File: config.mk
export PLATFORM = sky130hd
export DESIGN_NAME = byte_logic_sequencer_flat
export DESIGN_NICKNAME = d
export VERILOG_FILES = /design/src/rtl/byte_logic_sequencer_if.sv /design/src/rtl/byte_logic_sequencer.sv /design/src/flat_wrapper.sv
export SDC_FILE = /design/constraint.sdc
export NUM_CORES = 1
export LEC_CHECK = 0
export ABC_AREA = 1
export BUFFER_PORTS_ARGS = -buffer_cell sky130_fd_sc_hd__buf_2
export CAP_MARGIN = 30
export CORE_ASPECT_RATIO = 0.5
export CORE_UTILIZATION = 25
export DETAILED_ROUTE_END_ITERATION = 7
export GPL_ROUTABILITY_DRIVEN = 0
export SYNTH_ARGS = -nofsm -noshare
export SYNTH_HDL_FRONTEND = slang
export SYNTH_SLANG_ARGS = --single-unit
File: constraint.sdc
create_clock -name clk -period 2.6 [get_ports clk]
set_clock_uncertainty 0.05 [all_clocks]
set_input_delay 0.39 -clock clk [delete_from_list [all_inputs] [get_ports clk]]
set_output_delay 0.39 -clock clk [all_outputs]
set_load 0.1 [all_outputs]
File: src/rtl/byte_logic_sequencer_if.sv
// Request/response bundle between a requester and byte_logic_sequencer.
interface byte_logic_sequencer_if #(
  parameter int NBYTES = 4,
  parameter int SW     = $clog2(8*NBYTES)
);
  localparam int W = 8*NBYTES;

  logic          req_valid;
  logic          req_ready;
  logic [2:0]    req_op;
  logic [W-1:0]  req_a;
  logic [W-1:0]  req_b;
  logic [SW-1:0] req_shamt;
  logic          resp_valid;
  logic          resp_ready;
  logic [W-1:0]  resp_data;
  logic          resp_carry;
  logic          resp_any;
  logic          resp_err;
  logic          busy;

  modport master (
    output req_valid, req_op, req_a, req_b, req_shamt, resp_ready,
    input  req_ready, resp_valid, resp_data, resp_carry, resp_any, resp_err, busy
  );

  modport slave (
    input  req_valid, req_op, req_a, req_b, req_shamt, resp_ready,
    output req_ready, resp_valid, resp_data, resp_carry, resp_any, resp_err, busy
  );
endinterface

File: src/rtl/byte_logic_sequencer.sv
// Byte-serial logic sequencer: runs one 8-bit logic slice across an
// NBYTES-wide word, LSB byte first; multi-bit SHL is repeated 1-bit passes.
module byte_logic_sequencer #(
  parameter int NBYTES = 4,
  parameter int SW     = $clog2(8*NBYTES)
) (
  input  logic                    clk,
  input  logic                    rst_n,
  byte_logic_sequencer_if.slave   bus
);
  localparam int W  = 8*NBYTES;
  localparam int IW = (NBYTES > 1) ? $clog2(NBYTES) : 1;
  localparam logic [IW-1:0] LAST_IDX = IW'(NBYTES-1);

  localparam logic [2:0] OP_AND = 3'b000;
  localparam logic [2:0] OP_OR  = 3'b001;
  localparam logic [2:0] OP_XOR = 3'b010;
  localparam logic [2:0] OP_NOT = 3'b011;
  localparam logic [2:0] OP_SHL = 3'b100;
  localparam logic [2:0] OP_ANY = 3'b101;

  typedef enum logic [1:0] {S_IDLE, S_RUN, S_RESP} state_t;

  state_t        r_state, w_next;
  logic [2:0]    r_op;
  logic [W-1:0]  r_a, r_b, r_res;
  logic [SW-1:0] r_shamt, r_pass;
  logic [IW-1:0] r_idx;
  logic          r_cin, r_carry, r_flag, r_err;

  logic          w_illegal_req, w_shl0_req, w_last_byte, w_last;
  logic [7:0]    w_a_byte, w_b_byte, w_res_byte, w_out_byte;

  assign w_illegal_req = (bus.req_op[2:1] == 2'b11);
  assign w_shl0_req    = (bus.req_op == OP_SHL) && (bus.req_shamt == '0);
  assign w_last_byte   = (r_idx == LAST_IDX);
  // SHL ends on the last byte of the final pass; everything else after one sweep
  assign w_last        = w_last_byte && ((r_op != OP_SHL) || (r_pass == r_shamt - SW'(1)));

  assign w_a_byte   = r_a  [{r_idx, 3'b000} +: 8];
  assign w_b_byte   = r_b  [{r_idx, 3'b000} +: 8];
  // SHL works in place on r_res, so the shift reads the working word
  assign w_res_byte = r_res[{r_idx, 3'b000} +: 8];

  // Byte-wide logic slice; r_cin carries the previous byte's original bit 7
  always_comb begin
    w_out_byte = 8'h00;
    case (r_op)
      OP_AND:  w_out_byte = w_a_byte & w_b_byte;
      OP_OR:   w_out_byte = w_a_byte | w_b_byte;
      OP_XOR:  w_out_byte = w_a_byte ^ w_b_byte;
      OP_NOT:  w_out_byte = ~w_a_byte;
      OP_SHL:  w_out_byte = {w_res_byte[6:0], (r_idx == '0) ? 1'b0 : r_cin};
      default: w_out_byte = 8'h00;
    endcase
  end

  // State register
  always_ff @(posedge clk) begin
    if (!rst_n) r_state <= S_IDLE;
    else        r_state <= w_next;
  end

  // Next-state logic; illegal op and zero-shift skip RUN entirely
  always_comb begin
    w_next = r_state;
    case (r_state)
      S_IDLE: if (bus.req_valid)
                w_next = (w_illegal_req || w_shl0_req) ? S_RESP : S_RUN;
      S_RUN:  if (w_last) w_next = S_RESP;
      S_RESP: if (bus.resp_ready) w_next = S_IDLE;
      default: w_next = S_IDLE;
    endcase
  end

  // Outputs; response fields are forced to 0 outside RESP
  always_comb begin
    bus.req_ready  = (r_state == S_IDLE);
    bus.resp_valid = (r_state == S_RESP);
    bus.busy       = (r_state != S_IDLE);
    bus.resp_data  = bus.resp_valid ? r_res : '0;
    bus.resp_carry = bus.resp_valid & r_carry;
    bus.resp_any   = bus.resp_valid & (|r_res);
    bus.resp_err   = bus.resp_valid & r_err;
  end

  // Operand latch and per-byte datapath
  always_ff @(posedge clk) begin
    if (!rst_n) begin
      r_op    <= '0;
      r_a     <= '0;
      r_b     <= '0;
      r_res   <= '0;
      r_shamt <= '0;
      r_pass  <= '0;
      r_idx   <= '0;
      r_cin   <= 1'b0;
      r_carry <= 1'b0;
      r_flag  <= 1'b0;
      r_err   <= 1'b0;
    end else begin
      case (r_state)
        S_IDLE: if (bus.req_valid) begin
          r_op    <= bus.req_op;
          r_a     <= bus.req_a;
          r_b     <= bus.req_b;
          r_shamt <= bus.req_shamt;
          r_pass  <= '0;
          r_idx   <= '0;
          r_cin   <= 1'b0;
          r_carry <= 1'b0;
          r_flag  <= 1'b0;
          r_err   <= w_illegal_req;
          // SHL shifts A in place (also the shamt=0 result); others build from 0
          r_res   <= (bus.req_op == OP_SHL) ? bus.req_a : '0;
        end
        S_RUN: begin
          r_idx <= w_last_byte ? '0 : r_idx + 1'b1;
          if (r_op == OP_ANY) begin
            r_flag <= r_flag | (|w_a_byte);
            if (w_last_byte) r_res <= {{(W-1){1'b0}}, r_flag | (|w_a_byte)};
          end else begin
            r_res[{r_idx, 3'b000} +: 8] <= w_out_byte;
          end
          if (r_op == OP_SHL) begin
            r_cin <= w_res_byte[7];
            if (w_last_byte) begin
              r_carry <= w_res_byte[7];
              r_pass  <= r_pass + 1'b1;
            end
          end
        end
        default: ;
      endcase
    end
  end
endmodule

File: src/flat_wrapper.sv
// flat-port wrapper written by rule: the top's interface ports become plain ports
module byte_logic_sequencer_flat 
#(
  parameter int NBYTES = 4,
  parameter int SW     = $clog2(8*NBYTES)
)
  (clk, rst_n, bus_req_valid, bus_req_op, bus_req_a, bus_req_b, bus_req_shamt, bus_resp_ready, bus_req_ready, bus_resp_valid, bus_resp_data, bus_resp_carry, bus_resp_any, bus_resp_err, bus_busy);
  byte_logic_sequencer_if #(.NBYTES(NBYTES), .SW(SW)) bus_i ();
  input  logic clk;
  input  logic rst_n;
  input wire logic [$bits(bus_i.req_valid)-1:0] bus_req_valid;
  input wire logic [$bits(bus_i.req_op)-1:0] bus_req_op;
  input wire logic [$bits(bus_i.req_a)-1:0] bus_req_a;
  input wire logic [$bits(bus_i.req_b)-1:0] bus_req_b;
  input wire logic [$bits(bus_i.req_shamt)-1:0] bus_req_shamt;
  input wire logic [$bits(bus_i.resp_ready)-1:0] bus_resp_ready;
  output wire logic [$bits(bus_i.req_ready)-1:0] bus_req_ready;
  output wire logic [$bits(bus_i.resp_valid)-1:0] bus_resp_valid;
  output wire logic [$bits(bus_i.resp_data)-1:0] bus_resp_data;
  output wire logic [$bits(bus_i.resp_carry)-1:0] bus_resp_carry;
  output wire logic [$bits(bus_i.resp_any)-1:0] bus_resp_any;
  output wire logic [$bits(bus_i.resp_err)-1:0] bus_resp_err;
  output wire logic [$bits(bus_i.busy)-1:0] bus_busy;
  assign bus_i.req_valid = bus_req_valid;
  assign bus_i.req_op = bus_req_op;
  assign bus_i.req_a = bus_req_a;
  assign bus_i.req_b = bus_req_b;
  assign bus_i.req_shamt = bus_req_shamt;
  assign bus_i.resp_ready = bus_resp_ready;
  assign bus_req_ready = bus_i.req_ready;
  assign bus_resp_valid = bus_i.resp_valid;
  assign bus_resp_data = bus_i.resp_data;
  assign bus_resp_carry = bus_i.resp_carry;
  assign bus_resp_any = bus_i.resp_any;
  assign bus_resp_err = bus_i.resp_err;
  assign bus_busy = bus_i.busy;
  byte_logic_sequencer #(.NBYTES(NBYTES), .SW(SW)) u_core (.clk(clk), .rst_n(rst_n), .bus(bus_i));
endmodule
# Word level (Yosys, flattened, before mapping)
# Index checks and enable logic that the tools add are counted.
[word_totals] ff_bits=117 in_bits=76 out_inout_bits=38
[classes] add_sub_neg=4 eq_ne=19 n_shift=5 n_mux=29 bitwise=8 n_reduce_logical=19
[op_table] op="$mux W32" n=5
[op_table] op="$shiftx A32 B6 Y8" n=3
[op_table] op="$pmux W32 S2" n=1
[op_table] op="$pmux W8 S5" n=1
[op_table] op="$bwmux W32" n=1
[op_table] op="$reduce_or A32 Y1" n=1
[op_table] op="$shift A8 B7 Y32 const A" n=1
[op_table] op="$shiftx A8 B7 Y32" n=1
[op_table] op="$mux W5" n=3
[op_table] op="$mux W2" n=6
[op_table] op="$reduce_and A3 Y1" n=4
[op_table] op="$pmux W5 S2" n=1
[op_table] op="$eq A3 B3 Y1 const B" n=3
[op_table] op="$and A8 B8 Y8" n=1
[op_table] op="$ne A2 B1 Y1 const B" n=4
[op_table] op="$not A8 Y8" n=1
[op_table] op="$or A8 B8 Y8" n=1
[op_table] op="$reduce_or A8 Y1" n=1
[op_table] op="$xor A8 B8 Y8" n=1
[op_table] op="$neg A5 Y7" n=1
[op_table] op="$eq A2 B2 Y1 const B" n=3
[op_table] op="$eq A3 B2 Y1 const B" n=2
[op_table] op="$mux W1" n=6
[op_table] op="$pmux W1 S2" n=3
[op_table] op="other kinds (21)" n=29

# Depth between registers and ports, before layout
# Gate-level depths: netlist of run 1.
[logic_depth] ltp_word=7 mapped_depth=15 mapped_depth_nobuf=14

# Least setup slack after synthesis of run 1
# OpenSTA, ideal clock, no wires.
[synth_path] path_type="register -> output" startpoint="reg u_core.r_state[1]" endpoint="out bus_resp_any" t_arrival_ns=3.572 required_time_ns=2.160 setup_slack_ns=-1.412 stages_incl_launch_ff=5 path_buffers=0 cell_sequence="dfxtp_1 > inv_2 > nor2_1 > inv_2 > a21oi_1"
[synth_between] elab_chain_len=2
[synth_lines] element="from (decl)" line_no="byte_logic_sequencer.sv:24" text="state_t r_state, w_next;"
[synth_lines] element="from (signal assigned)" line_no="byte_logic_sequencer.sv:61" text="else r_state <= w_next;"
[synth_lines] element="$eq A2 B2 Y1" line_no="byte_logic_sequencer.sv:79" text="bus.resp_valid = (r_state == S_RESP);"
[synth_lines] element="net bus_resp_valid" line_no="flat_wrapper.sv:18" text="output wire logic [$bits(bus_i.resp_valid)-1:0] bus_resp_valid;"
[synth_lines] element="$and A1 B1 Y1" line_no="byte_logic_sequencer.sv:83" text="bus.resp_any = bus.resp_valid & (|r_res);"
[synth_lines] element="to (decl)" line_no="flat_wrapper.sv:21" text="output wire logic [$bits(bus_i.resp_any)-1:0] bus_resp_any;"
# The timed path passes the listed nets, and every way through them passes these cells.

# Worst setup path after layout of run 1
[layout_path] startpoint="reg u_core.r_state[1]" endpoint="out bus_resp_data[6]"
[layout_between] elab_chain_len=2
[layout_lines] element="$eq A2 B2 Y1" line_no="byte_logic_sequencer.sv:79"
[layout_lines] element="$mux W32" line_no="byte_logic_sequencer.sv:81" text="bus.resp_data = bus.resp_valid ? r_res : '0;"
[layout_lines] element="to (decl)" line_no="flat_wrapper.sv:19" text="output wire logic [$bits(bus_i.resp_data)-1:0] bus_resp_data;"
# Every way passes these cells.

==> metrics.md, run 1 <==
| Metric | Value |
|---|---|
| Status | `finished clean` |
| Fraction of registers with async set/reset | `0` |
| Final setup fails | `0` |
| Worst Setup EP | `bus_resp_data[6]` |
| Post-Synthesis Cells | `between 1000 and 1500` |
| Worst R2R Setup Slack | `roughly 0.17 ns` |
| RSZ-0062 raised after global routing | `false` |
| Fmax | `between 400 and 500 MHz` |
| Crit. Startpoint | `u_core.r_state[1]$_SDFFE_PN0P_` |
| I/O pin count | `114` |
| Vias/cell | `roughly 4.7` |
| Global route hottest layer | `met2` |
| Sw Pwr | `0.00520 W` |
| Share of power burned in registers | `0.251` |
| Maximum buffer depth of the clock tree | `2` |
| Synth unique cells | `41` |
| Post-Syn Area | `slightly below 7000 µm²` |
| HPWL after DPL | `about 17 mm` |
| Syn Nets | `about 1100` |
| Final total negative setup slack | `0 ns` |
| Yosys top cell area share | `0.345` |
| Drt wl/cell | `about 16 µm` |
| Sequential cell area | `2340 µm²` |
| Met1 Track Usage GR | `0.224` |
| Max-slew violations | `0` |
| Final wirelength | `around 23 mm` |
| Area contributors post-synth | `dfxtp_1, nor2_1, nand2_1, o21ai_0, a21oi_1` |
| Vias in the first global route | `between 6000 and 7000` |
| CP Launch Type | `flip-flop` |
| Yosys reg bits | `~120` |
| Total track usage | `0.167` |
| Total number of yosys warnings | `0` |
| Reg2Reg Depth | `12` |
| # diodes | `0` |
| GR met2 Demand/Resource | `0.268` |
| Final #Nets | `roughly 1200` |
| Pwr/cell area | `1260 nW/µm²` |
| Crit path DAT | `slightly above 2 ns` |
| First-pass GRT wire length | `36.0 mm` |
| Origin of the critical flop-to-flop path | `u_core.r_idx[0]$_SDFFE_PN0P_` |
| Cts hold-fix bufs | `0` |
| Clock power frac | `0.249` |
| Worst-Margin Slew | `0.640 ns` |
| Die Ht | `between 100 and 150 µm` |
| Root Buffer | `clkbuf_16` |
| Maximum vdd ir drop | `about 0.48 mV` |
| Area of the multi-input gates | `about 4000 µm²` |
| Area leader, netlist | `dfxtp_1` |
| Fraction of the cycle the final worst path needs | `0.959` |
| Worst skew pair latency | `about 0.43 ns` |
| First-pass iteration count of the detailed router | `5` |
| Worst-path clk slew | `0.06 ns` |
| Largest net degree at the start of global routing | `62` |
| IO Port Bufs | `113` |
| ANT nets after route | `0` |
| Core Area | `approximately 27000 µm²` |
| Dominant synthesized flop cell | `dfxtp_1` |
| Commonest non-fill, non-tap cell in the layout | `nand2_1` |
| Fraction of layout cells with a size suffix above 1 | `0.236` |
| Critical Path Fanout Max | `28` |
| Die ar. | `27800 µm²` |
| WP data required | `approximately 2.2 ns` |
| Max Cap Viol | `0` |
| Final design utilization | `0.326` |
| CTS tree | `yes` |
| Internal power | `between 0.005 and 0.006 W` |
| Leakage | `3.70 nW` |
| Residual DRC count | `0` |
| Commonest non-fill, non-tap cells in the layout | `nand2_1, nor2_1, dfxtp_1` |
| Initial antenna violation count | `1` |
| Initial cell density of the core | `0.256` |
| Synthesis-to-finish area growth | `27.4%` |
| Slew margin rel. | `0.570` |
| Fraction of power consumed by combinational cells | `0.500` |
| Final Hold Viols | `0` |
| FP Rows | `42` |
| Sw Share | `0.477` |
| Avg Synthesized Cell Area | `6.71 µm²` |
| Crit path capture type | `output pin` |
| Min-delay worst type | `primary input to flip-flop` |
| Routed via count | `6982` |
| Clock sinks | `approximately 120` |
| Overflow after GRT | `0` |
| R2r endpoint | `u_core.r_res[0]$_SDFFE_PN0P_` |
| Num CTS Buffers | `17` |
| Die width | `235 µm` |
| Final critical-path required period | `approximately 2.5 ns` |
| FILL cells | `2856` |
| Post-synth EDFFs | `0` |
| Sequential share of the synthesized area | `0.345` |
| Met3 Resource Use GR | `0.0276` |
| H-tree depth reported by CTS | `4` |
| Class of the most critical setup path | `flip-flop to output pin` |
| DR iter-0 viols | `586` |
[synthesized netlist by cell type, types with 11 or more instances]
cell	n
dfxtp_1	117
inv_1	81
buf_2	19
nand3_1	48
inv_2	11
o21ai_0	110
clkbuf_1	29
ha_1	22
a21oi_2	15
nand2_1	179
nor2_1	203
nand4_1	33
a21oi_1	77
[state kept, by name (all words and copies together), names as in the netlist]
register        cells
u_core.r_a         32
u_core.r_b         32
u_core.r_res       32
u_core.r_pass       5
u_core.r_shamt      5
u_core.r_op         3
u_core.r_idx        2
u_core.r_state      2
u_core.r_carry      1
u_core.r_cin        1
u_core.r_err        1
u_core.r_flag       1
[logic make-up after synthesis]
logic type      count (synthesis)  synth area share
compound gates                218             0.182
fa+ha+maj                      22            0.0406
buf+inv                       154            0.0981
flops                         117             0.345
simple gates                  501             0.334
[what timing repair did]
action / in CTS / in global routing
resized for setup: 0 / 6
setup endpoints to repair: 0 / 6
setup buffers: 0 / 0
[routing by layer]
metal  share of wire  wire length, µm  up-vias
li1                -                -     3510
met1            0.47            10800     3218
met2            0.46            10500      220
met3           0.049             1140       32
met4           0.024              555        2
met5         0.00056               13        -
[stage by stage]
stage	area, µm²	hold slack, ns	cells	power (W)	setup WS, ns
5_1_grt	8640	0.180	1473	0.0116	0.000570
3_5_place_dp	7950	0.414	1441	0.00815	0.236
6_report	8640	0.163	1473	0.0109	0.105
4_1_cts	8630	0.156	1473	0.0109	0.0709
2_1_floorplan	7040	0.394	1012	0.00677	0.0450
3_3_place_gp	7950	0.409	1441	0.00815	0.284
[worst min path at each step]
stage | to | slack [ns] | cells after the start | from
2_1_floorplan | u_core.r_carry$_SDFFE_PN0P_ | 0.39 | 2 | u_core.r_carry$_SDFFE_PN0P_
3_3_place_gp | u_core.r_shamt[4]$_SDFFE_PN0P_ | 0.41 | 2 | u_core.r_shamt[4]$_SDFFE_PN0P_
3_5_place_dp | u_core.r_carry$_SDFFE_PN0P_ | 0.41 | 2 | u_core.r_carry$_SDFFE_PN0P_
4_1_cts | u_core.r_b[10]$_SDFFE_PN0P_ | 0.16 | 3 | bus_req_b[10]
5_1_grt | u_core.r_b[26]$_SDFFE_PN0P_ | 0.18 | 3 | bus_req_b[26]
6_report | u_core.r_b[10]$_SDFFE_PN0P_ | 0.16 | 3 | bus_req_b[10]
[area by class of cell]
type,count,share of cell area
Clock inverter,13,0.0263
Tap cell,352,0.0509
Clock buffer,19,0.0524
Sequential cell,117,0.271
Multi-Input combinational cell,741,0.466
Timing Repair Buffer,136,0.0915
Inverter,95,0.0421
[power by group through the flow]
stage	registers, W	clock network (W)	logic, W
2_1_floorplan	0.00264	0	0.00413
3_3_place_gp	0.00276	0	0.00539
6_report	0.00274	0.00272	0.00545
4_1_cts	0.00273	0.00276	0.00541
5_1_grt	0.00280	0.00284	0.00599
3_5_place_dp	0.00276	0	0.00539
[critical path, cell delays in order (launching register included)]
cell	delay, ns
dfxtp_1	0.46
inv_2	0.10
nor2_4	0.12
inv_2	0.14
buf_12	0.24
nor2_4	0.11
buf_2	0.43
(Power assumes the default switching activity.)
==> inputs of run 2 (changes only) <==
- CORE_ASPECT_RATIO: 0.5 -> 0.7
==> metrics.md, run 2 (synthesis gave the netlist of run 1 again) <==
| Metric | Value |
|---|---|
| # Post-CTS Setup Buffers | `0` |
| Core Area | `between 20000 and 30000 µm²` |
| Critical Path Fanout Max | `19` |
| Final total negative setup slack | `0 ns` |
| Max-slew violations | `0` |
| Die width | `roughly 200 µm` |
| Crit path DAT | `2.04 ns` |
| CTS tree | `yes` |
| I/O pin count | `around 110` |
| Commonest non-fill, non-tap cells in the layout | `nand2_1, nor2_1, dfxtp_1` |
| Vias/cell | `about 4.8` |
| Worst R2R Setup Slack | `approximately 0.23 ns` |
| HPWL after DPL | `between 15 and 20 mm` |
| Synthesis-to-finish area growth | `27.0%` |
| # diodes | `0` |
| WP data required | `around 2.2 ns` |
| Routed via count | `between 7000 and 8000` |
| Crit path capture type | `output pin` |
| FILL cells | `between 2000 and 3000` |
| Max Cap Viol | `0` |
| Class of the most critical setup path | `flip-flop to output pin` |
| First-pass GRT wire length | `~38 mm` |
| Residual DRC count | `0` |
| Initial antenna violation count | `0` |
| RSZ-0062 raised after global routing | `false` |
| Sw Share | `0.491` |
| Sw Pwr | `around 0.0054 W` |
| Final Hold Viols | `0` |
| HP Start | `bus_req_b[7]` |
| Worst skew pair latency | `~0.43 ns` |
| H-tree depth reported by CTS | `4` |
| Fmax | `between 400 and 500 MHz` |
| Cts hold-fix bufs | `0` |
| Hold EP | `u_core.r_b[7]$_SDFFE_PN0P_` |
| Hold path cells | `3` |
| Leakage | `~3.7 nW` |
| Origin of the critical flop-to-flop path | `u_core.r_idx[0]$_SDFFE_PN0P_` |
| Vias in the first global route | `6439` |
| Share of power burned in registers | `0.251` |
| ANT nets after route | `0` |
| Num CTS Buffers | `17` |
| Commonest non-fill, non-tap cell in the layout | `nand2_1` |
| Maximum vdd ir drop | `~0.9 mV` |
| Final wirelength | `24.6 mm` |
| Post-CTS resize count | `0` |
| Worst-path clk slew | `~0.060 ns` |
| IO Port Bufs | `between 100 and 150` |
| Maximum buffer depth of the clock tree | `2` |
| Fraction of layout cells with a size suffix above 1 | `0.234` |
| Clock sinks | `around 120` |
| DR iter-0 viols | `652` |
| Status | `finished clean` |
| Min-delay worst type | `primary input to flip-flop` |
| Initial cell density of the core | `0.254` |
| Fraction of power consumed by combinational cells | `0.516` |
| Root Buffer | `clkbuf_16` |
| CP Launch Type | `flip-flop` |
| Internal power | `~0.0056 W` |
| Reg2Reg Depth | `12` |
| Total track usage | `0.179` |
| Final setup fails | `0` |
| Largest net degree at the start of global routing | `about 110` |
| Slew margin rel. | `0.489` |
| Final critical-path required period | `2.48 ns` |
| Final #Nets | `between 1000 and 1500` |
| Worst-Margin Slew | `between 0.7 and 0.8 ns` |
| PnR worst setup slack | `approximately 0.12 ns` |
| Largest regs | `u_core.r_a: 32 flops, u_core.r_b: 32 flops, u_core.r_res: 32 flops` |
| Dpl ws | `0.277 ns` |
| Die ar. | `~28000 µm²` |
| Fin cells | `roughly 1500` |
| First-pass iteration count of the detailed router | `5` |
| Die Ht | `around 140 µm` |
| R2r endpoint | `u_core.r_res[26]$_SDFFE_PN0P_` |
| Overflow after GRT | `0` |
| Clock power frac | `0.233` |
| Fraction of the cycle the final worst path needs | `0.954` |
| Drt wl/cell | `16.6 µm` |
| Hold_ws | `0.172 ns` |
| DP Cell Count | `around 1500` |
| Pwr/cell area | `1270 nW/µm²` |
| FP Rows | `50` |
[run 2: worst max-delay path, stage by stage, from the launching register on]
cell and delay [ns]:
dfxtp_1 0.44, inv_2 0.10, nor2_4 0.14, inv_2 0.07, buf_4 0.28, nor2_4 0.14, buf_2 0.42
[run 2: layout make-up]
cell class	instances	area [µm²]	area share
Clock inverter	12	178	0.0206
Inverter	95	364	0.0422
Clock buffer	20	457	0.0530
Timing Repair Buffer	135	796	0.0923
Tap cell	364	455	0.0528
Multi-Input combinational cell	741	4030	0.467
Sequential cell	117	2340	0.272
[run 2: stage by stage]
| stage | power, W | util | instance area (µm²) |
|---|---|---|---|
| final | 0.0110 | 0.323 | 8620 |
| after detailed placement | 0.00833 | 0.299 | 7980 |
| after global routing | 0.0116 | 0.323 | 8620 |
| after CTS | 0.0109 | 0.323 | 8620 |
| after global placement | 0.00828 | 0.299 | 7980 |
| after floorplan | 0.00677 | - | 7040 |
[run 2: worst max path at each step]
stage,cells past startpoint,endpoint,startpoint,slack [ns]
finish,6,bus_resp_data[21],u_core.r_state[1]$_SDFFE_PN0P_,0.12
global route,6,bus_resp_data[21],u_core.r_state[1]$_SDFFE_PN0P_,0.02
CTS,6,bus_resp_err,u_core.r_state[1]$_SDFFE_PN0P_,0.06
detailed placement,12,u_core.r_res[26]$_SDFFE_PN0P_,u_core.r_idx[0]$_SDFFE_PN0P_,0.28
global placement,12,u_core.r_res[10]$_SDFFE_PN0P_,u_core.r_idx[0]$_SDFFE_PN0P_,0.31
floorplan,4,bus_resp_any,u_core.r_state[1]$_SDFFE_PN0P_,0.05
[run 2: metal layers]
metal	global-route usage	share of wire
met1	0.271	0.50
met2	0.254	0.41
met3	0.0344	0.072
met4	0.0457	0.014
met5	0	0
[run 2: power by group through the flow]
stage | combinational [W] | sequential, W | clock (W)
final | 0.00566 | 0.00275 | 0.00255
after global routing | 0.00616 | 0.00280 | 0.00266
after detailed placement | 0.00557 | 0.00276 | 0
after floorplan | 0.00413 | 0.00264 | 0
after global placement | 0.00552 | 0.00276 | 0
after CTS | 0.00561 | 0.00274 | 0.00257
==> inputs of run 3 (changes only) <==
--- a/config.mk
+++ b/config.mk
@@ -9,3 +9,3 @@
 export BUFFER_PORTS_ARGS = -buffer_cell sky130_fd_sc_hd__buf_2
-export CAP_MARGIN = 30
+export CAP_MARGIN = 25
 export CORE_ASPECT_RATIO = 0.7
==> constraint.sdc (replaced) <==
create_clock -name clk -period 2.6 [get_ports clk]
set_clock_uncertainty 0.05 [all_clocks]
set_input_delay 0.65 -clock clk [delete_from_list [all_inputs] [get_ports clk]]
set_output_delay 0.65 -clock clk [all_outputs]
set_load 0.1 [all_outputs]
==> metrics.md, run 3 (synthesis gave the netlist of run 1 again) <==
| Metric | Value |
|---|---|
| Status | `finished clean` |
| Min-delay worst type | `flip-flop to flip-flop` |
| ANT nets after route | `0` |
| Share of power burned in registers | `0.244` |
| Largest regs | `u_core.r_a: 32 flops, u_core.r_b: 32 flops, u_core.r_res: 32 flops` |
| Max Cap Viol | `0` |
| Sequential cell area | `about 2300 µm²` |
| Origin of the critical flop-to-flop path | `u_core.r_idx[0]$_SDFFE_PN0P_` |
| Final #Nets | `1215` |
| IO Port Bufs | `roughly 110` |
| CTS tree | `yes` |
| Clock power frac | `0.238` |
| Die width | `between 150 and 200 µm` |
| HPWL after DPL | `18.2 mm` |
| HP Start | `u_core.r_shamt[4]$_SDFFE_PN0P_` |
| Fraction of the cycle the final worst path needs | `0.963` |
| Final wirelength | `approximately 24 mm` |
| Total track usage | `0.180` |
| Placed cell areas | `between 8000 and 9000 µm²` |
| DR iter-0 viols | `between 600 and 700` |
| First-pass iteration count of the detailed router | `5` |
| Hold_ws | `roughly 0.42 ns` |
| Total chip power | `about 0.011 W` |
| CP Launch Type | `flip-flop` |
| Residual DRC count | `0` |
| Sw Pwr | `about 0.0054 W` |
| Area of the multi-input gates | `between 4000 and 5000 µm²` |
| Max-slew violations | `0` |
| Crit path DAT | `1.80 ns` |
| Class of the most critical setup path | `flip-flop to output pin` |
| Reg2Reg Depth | `9` |
| Final setup fails | `0` |
| Drt wl/cell | `approximately 16 µm` |
| Commonest non-fill, non-tap cell in the layout | `nand2_1` |
| Root Buffer | `clkbuf_16` |
| I/O pin count | `about 110` |
| Hold EP | `u_core.r_shamt[4]$_SDFFE_PN0P_` |
| Routed via count | `just over 7000` |
| Maximum buffer depth of the clock tree | `2` |
| Core Area | `around 27000 µm²` |
| Internal power | `roughly 0.0058 W` |
| Critical Path Fanout Max | `15` |
| Initial antenna violation count | `2` |
| Pwr/cell area | `around 1300 nW/µm²` |
| RSZ-0062 raised after global routing | `false` |
| DP Cell Count | `~1500` |
| Fraction of power consumed by combinational cells | `0.518` |
| Design area | `8810 µm²` |
| Fin cells | `1497` |
| Largest net degree at the start of global routing | `roughly 110` |
| Vias in the first global route | `~6600` |
| Die ar. | `between 20000 and 30000 µm²` |
| Worst-path clk slew | `roughly 0.06 ns` |
| Num CTS Buffers | `17` |
| Commonest non-fill, non-tap cells in the layout | `nand2_1, nor2_1, dfxtp_1` |
| Cts hold-fix bufs | `0` |
| Initial cell density of the core | `0.254` |
| Fraction of layout cells with a size suffix above 1 | `0.243` |
| H-tree depth reported by CTS | `4` |
| Sw Share | `0.486` |
| FILL cells | `between 2000 and 3000` |
| Vias/cell | `about 4.8` |
| Maximum vdd ir drop | `0.761 mV` |
| Die Ht | `between 100 and 150 µm` |
| Clock sinks | `between 100 and 150` |
| Crit path capture type | `output pin` |
| Leakage | `about 3.8 nW` |
| WP data required | `around 1.9 ns` |
| First-pass GRT wire length | `~38 mm` |
| Hold path cells | `2` |
| R2r endpoint | `u_core.r_res[21]$_SDFFE_PN0P_` |
| Worst R2R Setup Slack | `about 0.16 ns` |
| Final critical-path required period | `approximately 2.5 ns` |
| Synthesis-to-finish area growth | `29.8%` |
| Fmax | `~400 MHz` |
| Final Hold Viols | `0` |
| Overflow after GRT | `0` |
| Slew margin rel. | `0.618` |
| Worst-Margin Slew | `around 0.57 ns` |
| Worst skew pair latency | `approximately 0.43 ns` |
| FP Rows | `50` |
## run 3: power groups by stage
stage	sequential (W)	combinational [W]	clock [W]
after detailed placement	0.00275	0.00562	0
after floorplan	0.00264	0.00415	0
after global routing	0.00279	0.00635	0.00277
final	0.00273	0.00580	0.00267
after CTS	0.00272	0.00570	0.00271
after global placement	0.00275	0.00560	0
## run 3: routing by layer
layer,global-route usage,up-vias,share of wire
met5,0,-,0
met2,0.244,307,0.40
met4,0.0656,0,0.019
li1,-,3533,-
met1,0.274,3297,0.49
met3,0.0378,33,0.086
## run 3: final cells by class
class / instances / share of cell area
clock inverters: 13 / 0.0249
flip-flops and latches: 117 / 0.266
well taps: 364 / 0.0517
diodes: 3 / 0.000852
multi-input cells: 741 / 0.460
repair buffers: 145 / 0.105
inverters: 95 / 0.0419
clock buffers: 19 / 0.0503
## run 3: timing repair
item / 4_1_cts / 5_1_grt
gates resized for setup: 26 / 3
pin swaps: 0 / 2
endpoints found under the hold margin: 0 / 0
endpoints found under the setup margin: 25 / 2
buffers inserted: 0 / 0
## run 3: metrics by stage
stage	TNS [ns]	worst slack, ns	util
floorplan	-0.747	-0.0486	-
global placement	0	0.220	0.302
detailed placement	0	0.247	0.302
CTS	0	0.0167	0.329
global route	0	0.00348	0.330
finish	0	0.0968	0.330
## run 3: worst max path at each step
stage          depth (start not counted)                           start                       endpoint  slack [ns]
6_report                               6  u_core.r_state[1]$_SDFFE_PN0P_              bus_resp_data[26]         0.1
5_1_grt                                6   u_core.r_res[10]$_SDFFE_PN0P_                   bus_resp_any       0.003
4_1_cts                                6    u_core.r_res[0]$_SDFFE_PN0P_                   bus_resp_any        0.02
3_5_place_dp                           7    u_core.r_idx[0]$_SDFFE_PN0P_   u_core.r_res[3]$_SDFFE_PN0P_        0.25
3_3_place_gp                           9    u_core.r_idx[0]$_SDFFE_PN0P_  u_core.r_res[19]$_SDFFE_PN0P_        0.22
2_1_floorplan                          5  u_core.r_state[1]$_SDFFE_PN0P_              bus_resp_data[11]       -0.05
## run 3: worst max-delay path: stages (launching register included)
cell and delay (ns):
dfxtp_2 0.39, inv_2 0.08, nor2_4 0.17, inv_6 0.13, buf_4 0.22, nor2_4 0.09, buf_4 0.29
